--- src/rtl/host_instr_unpacker_pkg.sv ---
// Shared SoftMC instruction field positions and constants for the host instruction unpacker.
// Also holds the long-write decode and beat-count clipping helpers.
package host_instr_unpacker_pkg;

    localparam int BEAT_W  = 128;
    localparam int CNT_W   = 3;
    localparam int ENTRY_W = BEAT_W + CNT_W;

    localparam int CAS_OFFSET     = 25;
    localparam int WE_OFFSET      = 24;
    localparam int LONG_WR_OFFSET = 21;
    localparam int BURST_OFFSET   = 20;

    localparam logic [3:0] END_ISEQ       = 4'hF;
    localparam logic [4:0] LONG_WR_DWORDS = 5'd16;

    typedef enum logic {
        CMD  = 1'b0,
        DATA = 1'b1
    } cls_state_e;

    // CAS and WE are active-low DDR command bits.
    function automatic logic is_long_wr(input logic [31:0] dw);
        return dw[31] & ~dw[CAS_OFFSET] & ~dw[WE_OFFSET] & dw[LONG_WR_OFFSET] & dw[BURST_OFFSET];
    endfunction

    function automatic logic [CNT_W-1:0] clip_cnt(input logic [CNT_W-1:0] cnt);
        return (cnt > 3'd4) ? 3'd4 : cnt;
    endfunction

endpackage

--- src/rtl/host_instr_unpacker_fifo.sv ---
// Two-entry beat FIFO with registered occupancy and full/empty flags.
// Storage is not reset; only the pointers and occupancy are.
module beat_fifo2
    import host_instr_unpacker_pkg::*;
#(
    parameter int WIDTH = ENTRY_W,
    parameter int DEPTH = 2
) (
    input  logic             clk,
    input  logic             rst_n,
    input  logic             push,
    input  logic [WIDTH-1:0] wdata,
    input  logic             pop,
    output logic [WIDTH-1:0] rdata,
    output logic             full,
    output logic             empty
);

    localparam logic [1:0] FULL_OCC = 2'(DEPTH);

    logic [WIDTH-1:0] mem [2];
    logic             wr_idx;
    logic             rd_idx;
    logic [1:0]       occ;
    logic             do_push;
    logic             do_pop;

    assign full    = (occ == FULL_OCC);
    assign empty   = (occ == 2'd0);
    assign do_push = push & ~full;
    assign do_pop  = pop & ~empty;
    assign rdata   = mem[rd_idx];

    always_ff @(posedge clk or negedge rst_n) begin
        if (!rst_n) begin
            wr_idx <= 1'b0;
            rd_idx <= 1'b0;
            occ    <= 2'd0;
        end else begin
            if (do_push) wr_idx <= ~wr_idx;
            if (do_pop)  rd_idx <= ~rd_idx;
            case ({do_push, do_pop})
                2'b10:   occ <= occ + 2'd1;
                2'b01:   occ <= occ - 2'd1;
                default: occ <= occ;
            endcase
        end
    end

    always_ff @(posedge clk) begin
        if (do_push) mem[wr_idx] <= wdata;
    end

endmodule

--- src/rtl/host_instr_unpacker.sv ---
// Splits 128-bit host beats into 32-bit SoftMC dwords on a valid/ack handshake,
// skipping long-write data bursts for instruction counting and END_ISEQ detection.
module host_instr_unpacker
    import host_instr_unpacker_pkg::*;
#(
    parameter int BUF_DEPTH = 2
) (
    input  logic                clk,
    input  logic                rst_n,
    input  logic                rx_valid,
    output logic                rx_ready,
    input  logic [BEAT_W-1:0]   rx_data,
    input  logic [CNT_W-1:0]    rx_dw_cnt,
    output logic                app_en,
    output logic [31:0]         app_instr,
    input  logic                app_ack,
    output logic                seq_done,
    output logic [31:0]         instr_count,
    output logic                idle
);

    logic [ENTRY_W-1:0] head;
    logic [BEAT_W-1:0]  head_data;
    logic [CNT_W-1:0]   head_cnt;
    logic               full;
    logic               empty;
    logic               push;
    logic               pop;
    logic               xfer;
    logic               last;
    logic [1:0]         ptr;
    logic [31:0]        cur;

    cls_state_e state, state_nxt;
    logic [4:0] data_left, data_left_nxt;
    logic       seq_done_nxt;
    logic       count_inc;

    // Empty beats are acknowledged but never stored.
    assign rx_ready = rst_n & ~full;
    assign push     = rx_valid & rx_ready & (rx_dw_cnt != 3'd0);

    beat_fifo2 #(
        .WIDTH (ENTRY_W),
        .DEPTH (BUF_DEPTH)
    ) u_fifo (
        .clk   (clk),
        .rst_n (rst_n),
        .push  (push),
        .wdata ({clip_cnt(rx_dw_cnt), rx_data}),
        .pop   (pop),
        .rdata (head),
        .full  (full),
        .empty (empty)
    );

    assign head_data = head[BEAT_W-1:0];
    assign head_cnt  = head[ENTRY_W-1:BEAT_W];
    assign cur       = head_data[{ptr, 5'b0} +: 32];

    // Masked while empty so stale storage never shows after reset.
    assign app_en    = ~empty;
    assign app_instr = app_en ? cur : 32'd0;
    assign xfer      = app_en & app_ack;
    assign last      = ({1'b0, ptr} == (head_cnt - 3'd1));
    assign pop       = xfer & last;
    assign idle      = empty & (state == CMD);

    always_ff @(posedge clk or negedge rst_n) begin
        if (!rst_n)    ptr <= 2'd0;
        else if (pop)  ptr <= 2'd0;
        else if (xfer) ptr <= ptr + 2'd1;
    end

    always_comb begin
        state_nxt     = state;
        data_left_nxt = data_left;
        seq_done_nxt  = 1'b0;
        count_inc     = 1'b0;
        if (xfer) begin
            case (state)
                CMD: begin
                    count_inc = 1'b1;
                    if (is_long_wr(cur)) begin
                        state_nxt     = DATA;
                        data_left_nxt = LONG_WR_DWORDS;
                    end else if (cur[31:28] == END_ISEQ) begin
                        seq_done_nxt = 1'b1;
                    end
                end
                DATA: begin
                    data_left_nxt = data_left - 5'd1;
                    if (data_left_nxt == 5'd0) state_nxt = CMD;
                end
                default: state_nxt = CMD;
            endcase
        end
    end

    always_ff @(posedge clk or negedge rst_n) begin
        if (!rst_n) begin
            state       <= CMD;
            data_left   <= 5'd0;
            seq_done    <= 1'b0;
            instr_count <= 32'd0;
        end else begin
            state       <= state_nxt;
            data_left   <= data_left_nxt;
            seq_done    <= seq_done_nxt;
            instr_count <= instr_count + 32'(count_inc);
        end
    end

endmodule

--- config.mk ---
export PLATFORM = sky130hd
export DESIGN_NAME = host_instr_unpacker
export DESIGN_NICKNAME = d
export VERILOG_FILES = /design/src/rtl/host_instr_unpacker_pkg.sv /design/src/rtl/host_instr_unpacker_fifo.sv /design/src/rtl/host_instr_unpacker.sv
export SDC_FILE = /design/constraint.sdc
export NUM_CORES = 1
export LEC_CHECK = 0
export BUFFER_PORTS_ARGS = -buffer_cell sky130_fd_sc_hd__buf_2
export CAP_MARGIN = 20
export CORE_MARGIN = 3
export CORE_UTILIZATION = 43
export CTS_BUF_LIST = sky130_fd_sc_hd__clkbuf_8
export DETAILED_ROUTE_END_ITERATION = 16
export HOLD_SLACK_MARGIN = 0.12
export PLACE_DENSITY = 0.74
export SYNTH_ARGS = -nofsm -noshare
export SYNTH_HDL_FRONTEND = slang
export SYNTH_SLANG_ARGS = --single-unit
export TNS_END_PERCENT = 5
--- constraint.sdc ---
create_clock -name clk -period 15.85 [get_ports clk]
set_input_delay 0.7925 -clock clk [delete_from_list [all_inputs] [get_ports clk]]
set_output_delay 0.7925 -clock clk [all_outputs]
set_load 0.03 [all_outputs]
# Word level (Yosys, flattened, before mapping)
# Memories as Yosys holds them, arrays and structs flattened.
# Cells that the tools add are included.
# totals
output_inout_bits	68
latchBits	0
ramBits	262
rom_bits	0
ff_bits	45
n_memories	1
elab_cells	66
# op_classes
magnitude_cmp	1
div_mod_pow	0
bitwise_logic	19
eq_ne	6
n_reduce_logical	6
shift	1
n_mux	18
n_mul	0
addsub	6
# memory_table
memory	depth	width	read_ports	rd_clocked_by_memory_dff	write_ports	line_no	rtl
u_fifo.mem	2	131	1	0	1	host_instr_unpacker_fifo.sv:21	logic [WIDTH-1:0] mem [2];
# ops
cell	count
128-bit by 8-bit indexed part select with 32-bit output	1
32-bit by 1-bit adder with 32-bit output	1
32-bit 2-to-1 mux	1
1-bit bitwise AND	12
1-bit 2-to-1 mux	10
5-bit one-hot mux with 2 select lines	1
1-bit NOT	7
5-bit logical NOT	1
5-bit 2-to-1 mux	1
5-bit by 1-bit subtractor with 5-bit output (second input constant)	1
2-bit by 1-bit adder with 2-bit output (second input constant)	2
2-bit == test (second input constant)	2
4-bit == test (second input constant)	1
2-bit 2-to-1 mux	2
2-bit one-hot mux with 2 select lines	1
2-bit nonzero test	2
2-bit by 3-bit == test with 1-bit output	1
3-bit greater-than comparator (second input constant)	1
3-bit 2-to-1 mux	1
3-bit nonzero test	1
3-bit by 1-bit subtractor with 3-bit output (second input constant)	1
2-bit by 1-bit == test with 1-bit output (second input constant)	1
2-bit logical NOT	1
2-bit by 1-bit != test with 1-bit output (second input constant)	1
other kinds (3)	3

# Longest topological paths before layout
# Gate-level depths: netlist of run 1.
# An unclocked memory read counts as a cell.
# logic_depth
depth_word	10
depth_mapped	12
depth_no_buf	9

# Cells and area by module
# A second synthesis of run 1 with hierarchy kept.
# unflattened
cells_unflattened	681
hier_area_um2	12892.4
# by_module_without_submodules
module	cells_per_inst	area_per_inst_um2	instances
beat_fifo2	426	9978.3	1
host_instr_unpacker	255	2914.0	1

# Least setup slack after synthesis of run 1
# Ideal clock, no wire load.
# synth_timing
path_kind	in2reg
from	in rst_n
to	mem u_fifo.mem[0][0] (netlist bit) (enable)
slack_ps	8046
path_stages	3
path_buffers	0
t_arrival_ps	7181
setup_time_ps	624
path_cell_list	a21boi_1 > o311ai_1 > nor2_1
# synth_between
elab_chain_cells	6
# synth_rtl
item	line_no	rtl
from (decl)	host_instr_unpacker.sv:9	input logic rst_n,
1-bit bitwise AND	host_instr_unpacker.sv:40	assign rx_ready = rst_n & ~full;
1-bit bitwise AND (2 in a row)	host_instr_unpacker.sv:41	assign push = rx_valid & rx_ready & (rx_dw_cnt != 3'd0);
1-bit bitwise AND	host_instr_unpacker_fifo.sv:30	assign do_push = push & ~full;
1-bit 2-to-1 mux	host_instr_unpacker_fifo.sv:51	if (do_push) mem[wr_idx] <= wdata;
1-bit 2-to-1 mux (not written as such)	host_instr_unpacker_fifo.sv:51	
to (decl)	host_instr_unpacker_fifo.sv:21	
# No other way between the ends.

# Worst setup path in the final report of run 1
# layout_timing
from	reg u_fifo.rd_idx
to	out app_instr[6]
# layout_between
elab_chain_cells	3
# layout_rtl
item	line_no	rtl
from (decl)	host_instr_unpacker_fifo.sv:23	logic rd_idx;
from (signal assigned)	host_instr_unpacker_fifo.sv:41	if (do_pop) rd_idx <= ~rd_idx;
memory 2 x 131 bit	--	
128-bit by 8-bit indexed part select with 32-bit output	host_instr_unpacker.sv:59	assign cur = head_data[{ptr, 5'b0} +: 32];
32-bit 2-to-1 mux	host_instr_unpacker.sv:63	assign app_instr = app_en ? cur : 32'd0;
to (decl)	host_instr_unpacker.sv:15	output logic [31:0] app_instr,
# No other way between the ends.

==> results.py, run 1 <==
metrics = {
    "critical_path": {
        "critical_path_class": "flip-flop to output pin",
        "end_kind": "output pin",
        "critPathRequiredTime_ns": 15.06,
        "start_kind": "flip-flop",
        "critPathMaxFanout": 38,
        "crit_arrival_ns": 3.14,
    },
    "sta": {
        "fin_crit_ns": 3.93,
        "final_hold_viol_count": 0,
        "tightest_slew_ns": 1.04,
        "setup_violations": 0,
        "fmax_ghz": 0.254,
        "slew_headroom_pct": 29.2,
        "drv_slew": 0,
        "period_share_pct": 24.8,
        "fin_hold_ws_ns": 0.323,
        "fin_skew_ns": 0.0263,
        "setup_tns_ns": 0,
        "rsz0062_at_grt": "no",
    },
    "synthesis": {
        "synth_seq_area_share_pct": 74.5,
        "synth-edff-count": 262,
        "synth_top_cells_by_count": "edfxtp_1 (262), mux4_2 (64), nor2_1 (49)",
        "synth_seq_cells": 307,
        "synth_area_leaders": "edfxtp_1 (65%), mux4_2 (12%), dfrtp_1 (9.3%)",
        "async_reset_ff_share_pct": 14.7,
        "yosysWarnings": 0,
        "yosysTopAreaCell": "edfxtp_1",
        "synth_area_sq_mm": 0.0121,
        "synthCells": 614,
        "synth_top_area_share_pct": 65.2,
        "synth.avg_cell_area_sq_um": 19.7,
        "syn-num-nets": 755,
        "synth.most_common_cell": "edfxtp_1",
        "synthDistinctLibCells": 37,
        "synth_ff_type": "edfxtp_1",
    },
    "detailed_routing": {
        "dr_total_vias": 6431,
        "drtIter0Drc": 440,
        "firstDrtPassIters": 4,
        "drc": 0,
        "drt_wl_total_um": 23900,
        "ant_nets": 0,
        "wl_per_cell_um": 18.8,
        "via_per_inst": 5.07,
    },
    "global_routing": {
        "grt_max_degree": 63,
        "grt_pass1_wl_um": 37100,
        "overflow": 0,
        "antenna_found_initial": 17,
        "grt_pass1_vias": 6844,
        "grt_use_total_pct": 15.7,
    },
    "floorplanning": {
        "dieArea_sq_mm": 0.0301,
        "rows": 60,
        "die_h_um": 174,
        "design.core.area_sq_mm": 0.0273,
        "fp.dieW_um": 174,
        "io_pins": 203,
        "start_util_pct": 44.3,
    },
    "clock_network": {
        "tritoncts": "built",
        "numCtsBuffers": 49,
        "cts_max_level": 2,
        "clock_path_buffers": 3,
        "post_cts.repair.setup_buffers": 0,
        "clock-sinks": 307,
        "cts_resized": 0,
        "clockRootBuffer": "clkbuf_8",
        "postCtsHoldBufs": 0,
        "clkSlewWorstSetupHoldPaths_ns": 0.06,
        "clock_latency_ns": 0.57,
    },
    "final_layout": {
        "final_cells": 1268,
        "final_nets": 992,
        "fillers": 2197,
        "area_delta_synth_final_pct": 20.4,
        "drive_above_1_share_pct": 40.1,
        "final_core_util_pct": 53.4,
    },
    "power": {
        "pwr_density_cell_mw_per_mm2": 176,
        "ir_drop_v": 0.000195,
        "p_leak_uw": 0.00549,
        "totalPowerFinal_uw": 2560,
    },
    "job": {
        "maxCapViolations": 0,
    },
    "placed_design": {
        "portBuffers": 202,
        "gp_congestion": 0.769,
        "dp_hpwl_um": 15400,
        "dp_cells": 1171,
    },
    "worst_hold_path": {
        "hp-class": "primary input to asynchronous set/reset pin",
    },
    "outcome": {
        "outcome": "finished, final reports clean",
    },
}
==> stage by stage <==
stage | cell area (sq um) | worst slack [ns]
2_1_floorplan | 12100 | 8.05
3_3_place_gp | 13500 | 11.33
3_5_place_dp | 13500 | 11.30
4_1_cts | 14500 | 11.68
5_1_grt | 14500 | 11.56
6_report | 14500 | 11.92
==> path summary, 6_finish.rpt <==
kind | endpoint | from | cells past startpoint | slack (ns)
setup / recovery | app_instr[6] | u_fifo.rd_idx | 5 | 11.92
hold / removal | data_left[2] | rst_n | 2 | 0.32
setup reg to reg | u_fifo.mem[1][51] | u_fifo.occ[0] | 6 | 12.28
hold reg to reg | instr_count[31] | instr_count[31] | 1 | 0.48
max in group asynchronous | u_fifo.rd_idx | rst_n | 2 | 15.08
min in group clk | u_fifo.mem[1][121] | rx_data[121] | 1 | 0.41
==> flip-flops by register name, indices dropped and copies added, names as in the netlist, 2 cells and up <==
register	count
u_fifo.mem	262
instr_count	32
data_left	5
ptr	2
u_fifo.occ	2
==> critical path, stage by stage, from the launching register on <==
cell and delay [ns]:
dfrtp_4 0.82, buf_4 0.72, mux4_2 0.60, mux2i_1 0.15, nor2_1 0.09, buf_2 0.19
==> final cells by class <==
| class | instances | area, sq um | area share [%] |
|---|---|---|---|
| sequential | 307 | 9000 | 61.9 |
| timing repair buffer | 211 | 1090 | 7.50 |
| inverter | 5 | 18.8 | 0.129 |
| antenna | 6 | 15.0 | 0.103 |
| multi-input combinational | 277 | 2940 | 20.2 |
| clock inverter | 41 | 333 | 2.29 |
| tap | 372 | 465 | 3.20 |
| clock buffer | 49 | 674 | 4.64 |
==> kinds of logic (layout without fill, tap and decap cells) <==
kind of cell	count (synthesis)	count (layout)	synth area share [%]
other cells	0	6	0
flops	307	307	74.5
simple gates	117	117	4.87
fa+ha+maj	6	6	0.622
mux	99	99	14.8
compound gates	11	11	0.663
xor+xnor	44	44	3.19
buf+inv	30	306	1.31
==> report_power, final <==
group | internal, uW | switching (uW)
clock | 375 | 306
sequential | 989 | 67.5
combinational | 330 | 495
==> layout by cell type (no fill, tap or decap), types with 12 or more instances in the layout <==
cell type,count
buf_2,202
clkbuf_8,49
clkinv_2,12
dfrtp_1,42
edfxtp_1,262
inv_1,13
mux2i_1,35
mux4_2,64
nand2_1,19
nand3_1,14
nor2_1,46
xnor2_1,29
xor2_1,15
==> per-layer routing <==
metal,vias up,track usage [%],part of all wire [%]
met3,62,5.72,8.3
met5,-,0,0.60
met4,22,4.43,2.0
met1,3205,20.8,43
met2,218,24.6,46
li1,2924,-,-
(Power assumes the default switching activity.)
==> run 2: changes to the inputs <==
--- a/config.mk
+++ b/config.mk
@@ -5,6 +5,7 @@
 export SDC_FILE = /design/constraint.sdc
 export NUM_CORES = 1
 export LEC_CHECK = 0
+export ABC_AREA = 1
 export BUFFER_PORTS_ARGS = -buffer_cell sky130_fd_sc_hd__buf_2
 export CAP_MARGIN = 20
 export CORE_MARGIN = 3
@@ -12,7 +13,7 @@
 export CTS_BUF_LIST = sky130_fd_sc_hd__clkbuf_8
 export DETAILED_ROUTE_END_ITERATION = 16
 export HOLD_SLACK_MARGIN = 0.12
-export PLACE_DENSITY = 0.74
+export PLACE_DENSITY = 0.73
 export SYNTH_ARGS = -nofsm -noshare
 export SYNTH_HDL_FRONTEND = slang
 export SYNTH_SLANG_ARGS = --single-unit
==> constraint.sdc (replaced) <==
create_clock -name clk -period 4 [get_ports clk]
set_input_delay 0.2 -clock clk [delete_from_list [all_inputs] [get_ports clk]]
set_output_delay 0.2 -clock clk [all_outputs]
set_load 0.03 [all_outputs]
==> results.py, run 2 <==
metrics = {
    "detailed_routing": {
        "drt_wl_total_um": 31400,
        "via_per_inst": 5.06,
        "ant_nets": 0,
        "dr_total_vias": 9145,
        "wl_per_cell_um": 17.4,
        "drtIter0Drc": 692,
        "firstDrtPassIters": 5,
        "drc": 0,
    },
    "sta": {
        "tightest_slew_ns": 0.977,
        "fin_skew_ns": 0.0222,
        "fin_crit_ns": 3.53,
        "setup_violations": 0,
        "setup_ws_ns": 0.467,
        "drv_slew": 0,
        "fmax_ghz": 0.283,
        "final_hold_viol_count": 0,
        "slew_headroom_pct": 34.9,
        "setup_tns_ns": 0,
        "period_share_pct": 88.3,
        "rsz0062_at_grt": "no",
    },
    "synthesis": {
        "synth_top_cells_by_count": "edfxtp_1 (262), nor2_1 (200), o21ai_0 (137)",
        "synth_seq_cells": 307,
        "synth.avg_cell_area_sq_um": 12.2,
        "synth-edff-count": 262,
        "yosysWarnings": 0,
        "synth_seq_area_share_pct": 71.1,
        "synth.most_common_cell": "edfxtp_1",
        "syn-num-nets": 1179,
        "async_reset_ff_share_pct": 14.7,
        "synthCells": 1038,
        "yosysTopAreaCell": "edfxtp_1",
        "synth_top_area_share_pct": 62.2,
        "synth_area_sq_mm": 0.0126,
        "synthDistinctLibCells": 36,
        "synth_area_leaders": "edfxtp_1 (62%), dfrtp_1 (8.9%), nor2_1 (5.9%)",
        "synth_ff_type": "edfxtp_1",
    },
    "power": {
        "clkPwrFrac_pct": 22.5,
        "pwr_density_cell_mw_per_mm2": 653,
        "ir_drop_v": 0.000546,
        "pwr-share-seq_pct": 39.9,
        "p_leak_uw": 0.00644,
        "p_sw_uw": 4270,
        "swShare_pct": 40.4,
        "p_int_uw": 6300,
        "p_comb_share_pct": 37.6,
    },
    "placed_design": {
        "gp_congestion": 0.811,
        "portBuffers": 202,
        "place_ws_ns": 1.13,
        "dp_cells": 1581,
        "dp_hpwl_um": 18200,
    },
    "critical_path": {
        "crit_arrival_ns": 3.33,
        "start_kind": "flip-flop",
        "rrSetupSlack_ns": 1.11,
        "end_kind": "output pin",
        "rr_startpoint": "u_fifo.rd_idx",
        "critPathRequiredTime_ns": 3.80,
        "critPathMaxFanout": 71,
        "startpoint": "u_fifo.rd_idx",
        "critical_path_class": "flip-flop to output pin",
    },
    "clock_network": {
        "post_cts.repair.setup_buffers": 0,
        "cts_max_level": 2,
        "clkSlewWorstSetupHoldPaths_ns": 0.06,
        "clockRootBuffer": "clkbuf_8",
        "clock_latency_ns": 0.56,
        "numCtsBuffers": 51,
        "cts_resized": 0,
        "clock_path_buffers": 3,
        "tritoncts": "built",
        "clock-sinks": 307,
    },
    "outcome": {
        "outcome": "finished, final reports clean",
    },
    "global_routing": {
        "overflow": 0,
        "antenna_found_initial": 4,
        "grt_use_total_pct": 20.0,
        "grt_pass1_wl_um": 49400,
        "grt_max_degree": 132,
        "grt_pass1_vias": 9455,
    },
    "final_layout": {
        "area_delta_synth_final_pct": 28.0,
        "largest_registers": "u_fifo.mem (262), instr_count (32), data_left (5)",
        "final_common_cell": "edfxtp_1",
        "layout_common_cells": "edfxtp_1 (262), buf_2 (202), nor2_1 (198)",
        "drive_above_1_share_pct": 21.3,
        "final_cells": 1806,
        "regMostFlops": "u_fifo.mem",
        "fillers": 2390,
        "largest_reg_flops": 262,
        "final_nets": 1524,
    },
    "floorplanning": {
        "design.core.area_sq_mm": 0.0289,
        "fp.dieW_um": 177,
        "die_h_um": 177,
        "rows": 62,
        "io_pins": 203,
        "dieArea_sq_mm": 0.0315,
        "start_util_pct": 43.8,
    },
    "job": {
        "maxCapViolations": 0,
    },
    "worst_hold_path": {
        "hp-class": "primary input to asynchronous set/reset pin",
    },
}
## run 2: cell types whose count changed after synthesis, moves of 9 or more
cell,before,now
nand3_1,14,28
nor3_1,3,13
a31oi_1,0,24
xnor2_1,29,15
inv_1,4,48
o21ai_0,0,137
buf_4,0,11
o22ai_1,1,27
mux4_2,64,0
nor2_1,49,200
xor2_1,15,24
nand2_1,19,106
mux2i_1,35,1
## run 2: power groups by stage
stage | logic (uW) | registers [uW] | clock network (uW)
2_1_floorplan | 2870 | 4180 | 0
3_3_place_gp | 3810 | 4260 | 0
3_5_place_dp | 3860 | 4270 | 0
4_1_cts | 3980 | 4210 | 2440
5_1_grt | 4380 | 4260 | 2610
6_report | 3970 | 4220 | 2380
## run 2: worst max-delay path, cell delays in order (launching register included)
cell and delay [ns]:
dfrtp_4 0.93, buf_4 0.68, o21ai_0 0.21, o22ai_1 0.28
o21ai_0 0.14, a31oi_1 0.20, buf_2 0.24
## run 2: kinds of logic (layout without fill, tap and decap cells)
group                    count (synthesis)  after routing  share of synthesized area, %
XOR/XNOR                                39             39                          2.70
AO/OA/AOI/OAI                          203            203                          8.64
other                                    0              1                             0
flip-flops                             307            307                          71.1
adder cells (fa/ha/maj)                  6              6                         0.594
AND/OR/NAND/NOR                        374            374                          12.6
buffers and inverters                  108            491                          4.20
multiplexers                             1              1                        0.0792
## run 2: metrics by stage
stage	hold slack [ns]	utilization, %	power, uW	instance area (sq um)
2_1_floorplan	-0.0956	-	7050	12700
3_3_place_gp	0.337	48.4	8070	14000
3_5_place_dp	0.342	48.4	8140	14000
4_1_cts	0.218	56.1	10600	16200
5_1_grt	0.256	56.1	11200	16200
6_report	0.268	56.1	10600	16200
## run 2: area by class of cell
cell class,count,area (sq um),area share (%)
clock buffer,52,716,4.42
tap,384,480,2.97
sequential,307,9000,55.6
timing repair buffer,345,2480,15.3
multi-input combinational,623,3130,19.4
antenna,1,2.50,0.0155
clock inverter,39,158,0.974
inverter,55,213,1.31
## run 2: path summary, 6_finish.rpt
check | to | cells past startpoint
worst max-delay path | app_instr[15] | 6
worst min-delay path | u_fifo.occ[1] | 3
worst max register to register | u_fifo.occ[1] | 12
worst min register to register | data_left[1] | 2
max in group asynchronous | u_fifo.rd_idx | 3
min in group clk | u_fifo.wr_idx | 3
## run 2: metal layers
metal | routed length [um] | up-vias | global-route usage (%)
met3 | 2660 | 75 | 5.61
met4 | 835 | 8 | 7.04
met5 | 48 | - | 0
met1 | 12200 | 4329 | 24.4
li1 | - | 4346 | -
met2 | 15700 | 387 | 34.0
## run 2: timing repair
action                     in CTS  in global routing
hold endpoints to repair      309                  0
setup endpoints to repair       0                  0
hold buffers                  133                  0
==> run 3: changes to the inputs <==
--- a/config.mk
+++ b/config.mk
@@ -17,4 +17,3 @@
 export SYNTH_ARGS = -nofsm -noshare
 export SYNTH_HDL_FRONTEND = slang
 export SYNTH_SLANG_ARGS = --single-unit
-export TNS_END_PERCENT = 5
==> constraint.sdc (replaced) <==
create_clock -name clk -period 4 [get_ports clk]
set_input_delay 1 -clock clk [delete_from_list [all_inputs] [get_ports clk]]
set_output_delay 1 -clock clk [all_outputs]
set_load 0.03 [all_outputs]
==> results.py, run 3 (same netlist as run 2, synthesis figures left out) <==
metrics = {
    "final_layout": {
        "final_common_cell": "edfxtp_1",
        "area_delta_synth_final_pct": 19.6,
        "final_cells": 1688,
        "largest_registers": "u_fifo.mem (262), instr_count (32), data_left (5)",
        "final_nets": 1404,
        "layout_common_cells": "edfxtp_1 (262), buf_2 (202), nor2_1 (198)",
        "regMostFlops": "u_fifo.mem",
        "drive_above_1_share_pct": 24.7,
        "final_area_sq_mm": 0.0151,
        "largest_reg_flops": 262,
    },
    "critical_path": {
        "crit_arrival_ns": 2.61,
        "critPathRequiredTime_ns": 3.00,
        "critical_path_class": "flip-flop to output pin",
        "path_delay_family": "buffers and inverters",
        "critPathSlowestCell": "inv_1",
        "worst-path-buf-inv": 3,
        "start_kind": "flip-flop",
        "rrSetupSlack_ns": 0.93,
        "cp_cell_sequence": "nor2_4, inv_1, buf_4, o21ai_0, a31oi_1, buf_2",
        "rr_startpoint": "u_fifo.rd_idx",
        "end_kind": "output pin",
        "rr_worst_depth": 14,
        "max_stage_delay_ns": 0.48,
        "critPathMaxFanout": 15,
        "regToRegEndpoint": "u_fifo.occ[1]",
    },
    "placed_design": {
        "placed_area_sq_mm": 0.0142,
        "gp_congestion": 0.812,
        "dp_hpwl_um": 19700,
        "dp_cells": 1594,
        "portBuffers": 202,
    },
    "global_routing": {
        "met3_usage_pct": 4.71,
        "antenna_found_initial": 15,
        "grt_use_total_pct": 18.9,
        "grt.met1_usage_pct": 24.9,
        "overflow": 0,
        "grt_pass1_vias": 8598,
        "grt_max_degree": 133,
        "met2_usage_pct": 30.9,
        "grt_pass1_wl_um": 46400,
        "gr-max-usage-layer": "met2",
    },
    "sta": {
        "rsz0062_at_grt": "no",
        "fin_skew_ns": 0.0118,
        "drv_slew": 0,
        "fmax_ghz": 0.277,
        "fin_crit_ns": 3.61,
        "setup_violations": 0,
        "fin_hold_ws_ns": 0.474,
        "final_hold_viol_count": 0,
        "tightest_slew_ns": 0.779,
        "period_share_pct": 90.3,
        "slew_headroom_pct": 48.0,
    },
    "detailed_routing": {
        "firstDrtPassIters": 5,
        "ant_nets": 0,
        "dr_total_vias": 8688,
        "drtIter0Drc": 759,
        "drc": 0,
        "via_per_inst": 5.15,
        "wl_per_cell_um": 18.0,
        "drt_wl_total_um": 30300,
    },
    "clock_network": {
        "clock-sinks": 307,
        "clock_latency_ns": 0.56,
        "clock_path_buffers": 3,
        "cts_max_level": 2,
        "clkSlewWorstSetupHoldPaths_ns": 0.06,
        "tritoncts": "built",
        "clockRootBuffer": "clkbuf_8",
        "numCtsBuffers": 51,
        "cts_resized": 0,
        "postCtsHoldBufs": 0,
        "post_cts.repair.setup_buffers": 0,
    },
    "floorplanning": {
        "die_h_um": 177,
        "rows": 62,
        "design.core.area_sq_mm": 0.0289,
        "start_util_pct": 43.8,
        "fp.dieW_um": 177,
        "io_pins": 203,
        "dieArea_sq_mm": 0.0315,
    },
    "power": {
        "totalPowerFinal_uw": 10700,
        "pwr_density_cell_mw_per_mm2": 709,
        "ir_drop_v": 0.000517,
        "p_leak_uw": 0.00601,
    },
    "job": {
        "maxCapViolations": 0,
    },
    "worst_hold_path": {
        "min_path_cells": 2,
        "hp-class": "flip-flop to flip-flop",
        "min_to": "data_left[1]",
        "hp-start": "data_left[1]",
    },
    "outcome": {
        "outcome": "finished, final reports clean",
    },
}
[run 3: power by group]
part	internal, uW	switching, uW
clock network	1300	1170
registers	3920	163
logic	1220	2950
total	6440	4280
[run 3: worst max path at each step]
stage | startpoint | depth (start not counted) | end | slack, ns
after global placement | u_fifo.rd_idx | 6 | app_instr[18] | 0.99
after detailed placement | app_ack | 17 | instr_count[28] | 0.94
after floorplan | rst_n | 3 | u_fifo.mem[0][0] | -0.04
after CTS | u_fifo.rd_idx | 6 | app_instr[18] | 0.34
after global routing | u_fifo.rd_idx | 7 | app_instr[14] | 0.23
final | u_fifo.occ[1] | 6 | app_instr[18] | 0.39
[run 3: metal layers]
metal  routed length [um]  share of wire (%)  up-vias
li1                     -                  -     4105
met1                12400                 41     4187
met2                14700                 48      312
met3                 2340                7.7       72
met4                  835                2.8       12
met5                   84               0.28        -
[run 3: cell type report]
| class | instances | area [sq um] |
|---|---|---|
| Timing Repair Buffer | 225 | 1360 |
| Fill cell | 2523 | 13700 |
| Sequential cell | 307 | 9000 |
| Antenna cell | 5 | 12.5 |
| Clock inverter | 35 | 170 |
| Inverter | 55 | 213 |
| Tap cell | 384 | 480 |
| Multi-Input combinational cell | 623 | 3140 |
| Clock buffer | 54 | 743 |
[run 3: through the flow]
| stage | util, % | setup TNS, ns | setup WS (ns) |
|---|---|---|---|
| 2_1_floorplan | - | -5.42 | -0.0357 |
| 3_3_place_gp | 49.2 | 0 | 0.991 |
| 3_5_place_dp | 49.2 | 0 | 0.944 |
| 6_report | 52.4 | 0 | 0.387 |
| 4_1_cts | 52.4 | 0 | 0.338 |
| 5_1_grt | 52.4 | 0 | 0.227 |
[run 3: tightest hold or removal path: cells and delay by family, from the launching register on]
| family | cells | cell delay (ns) |
|---|---|---|
| flip-flops | 1 | 0.34 |
| AND/OR/NAND/NOR | 2 | 0.10 |
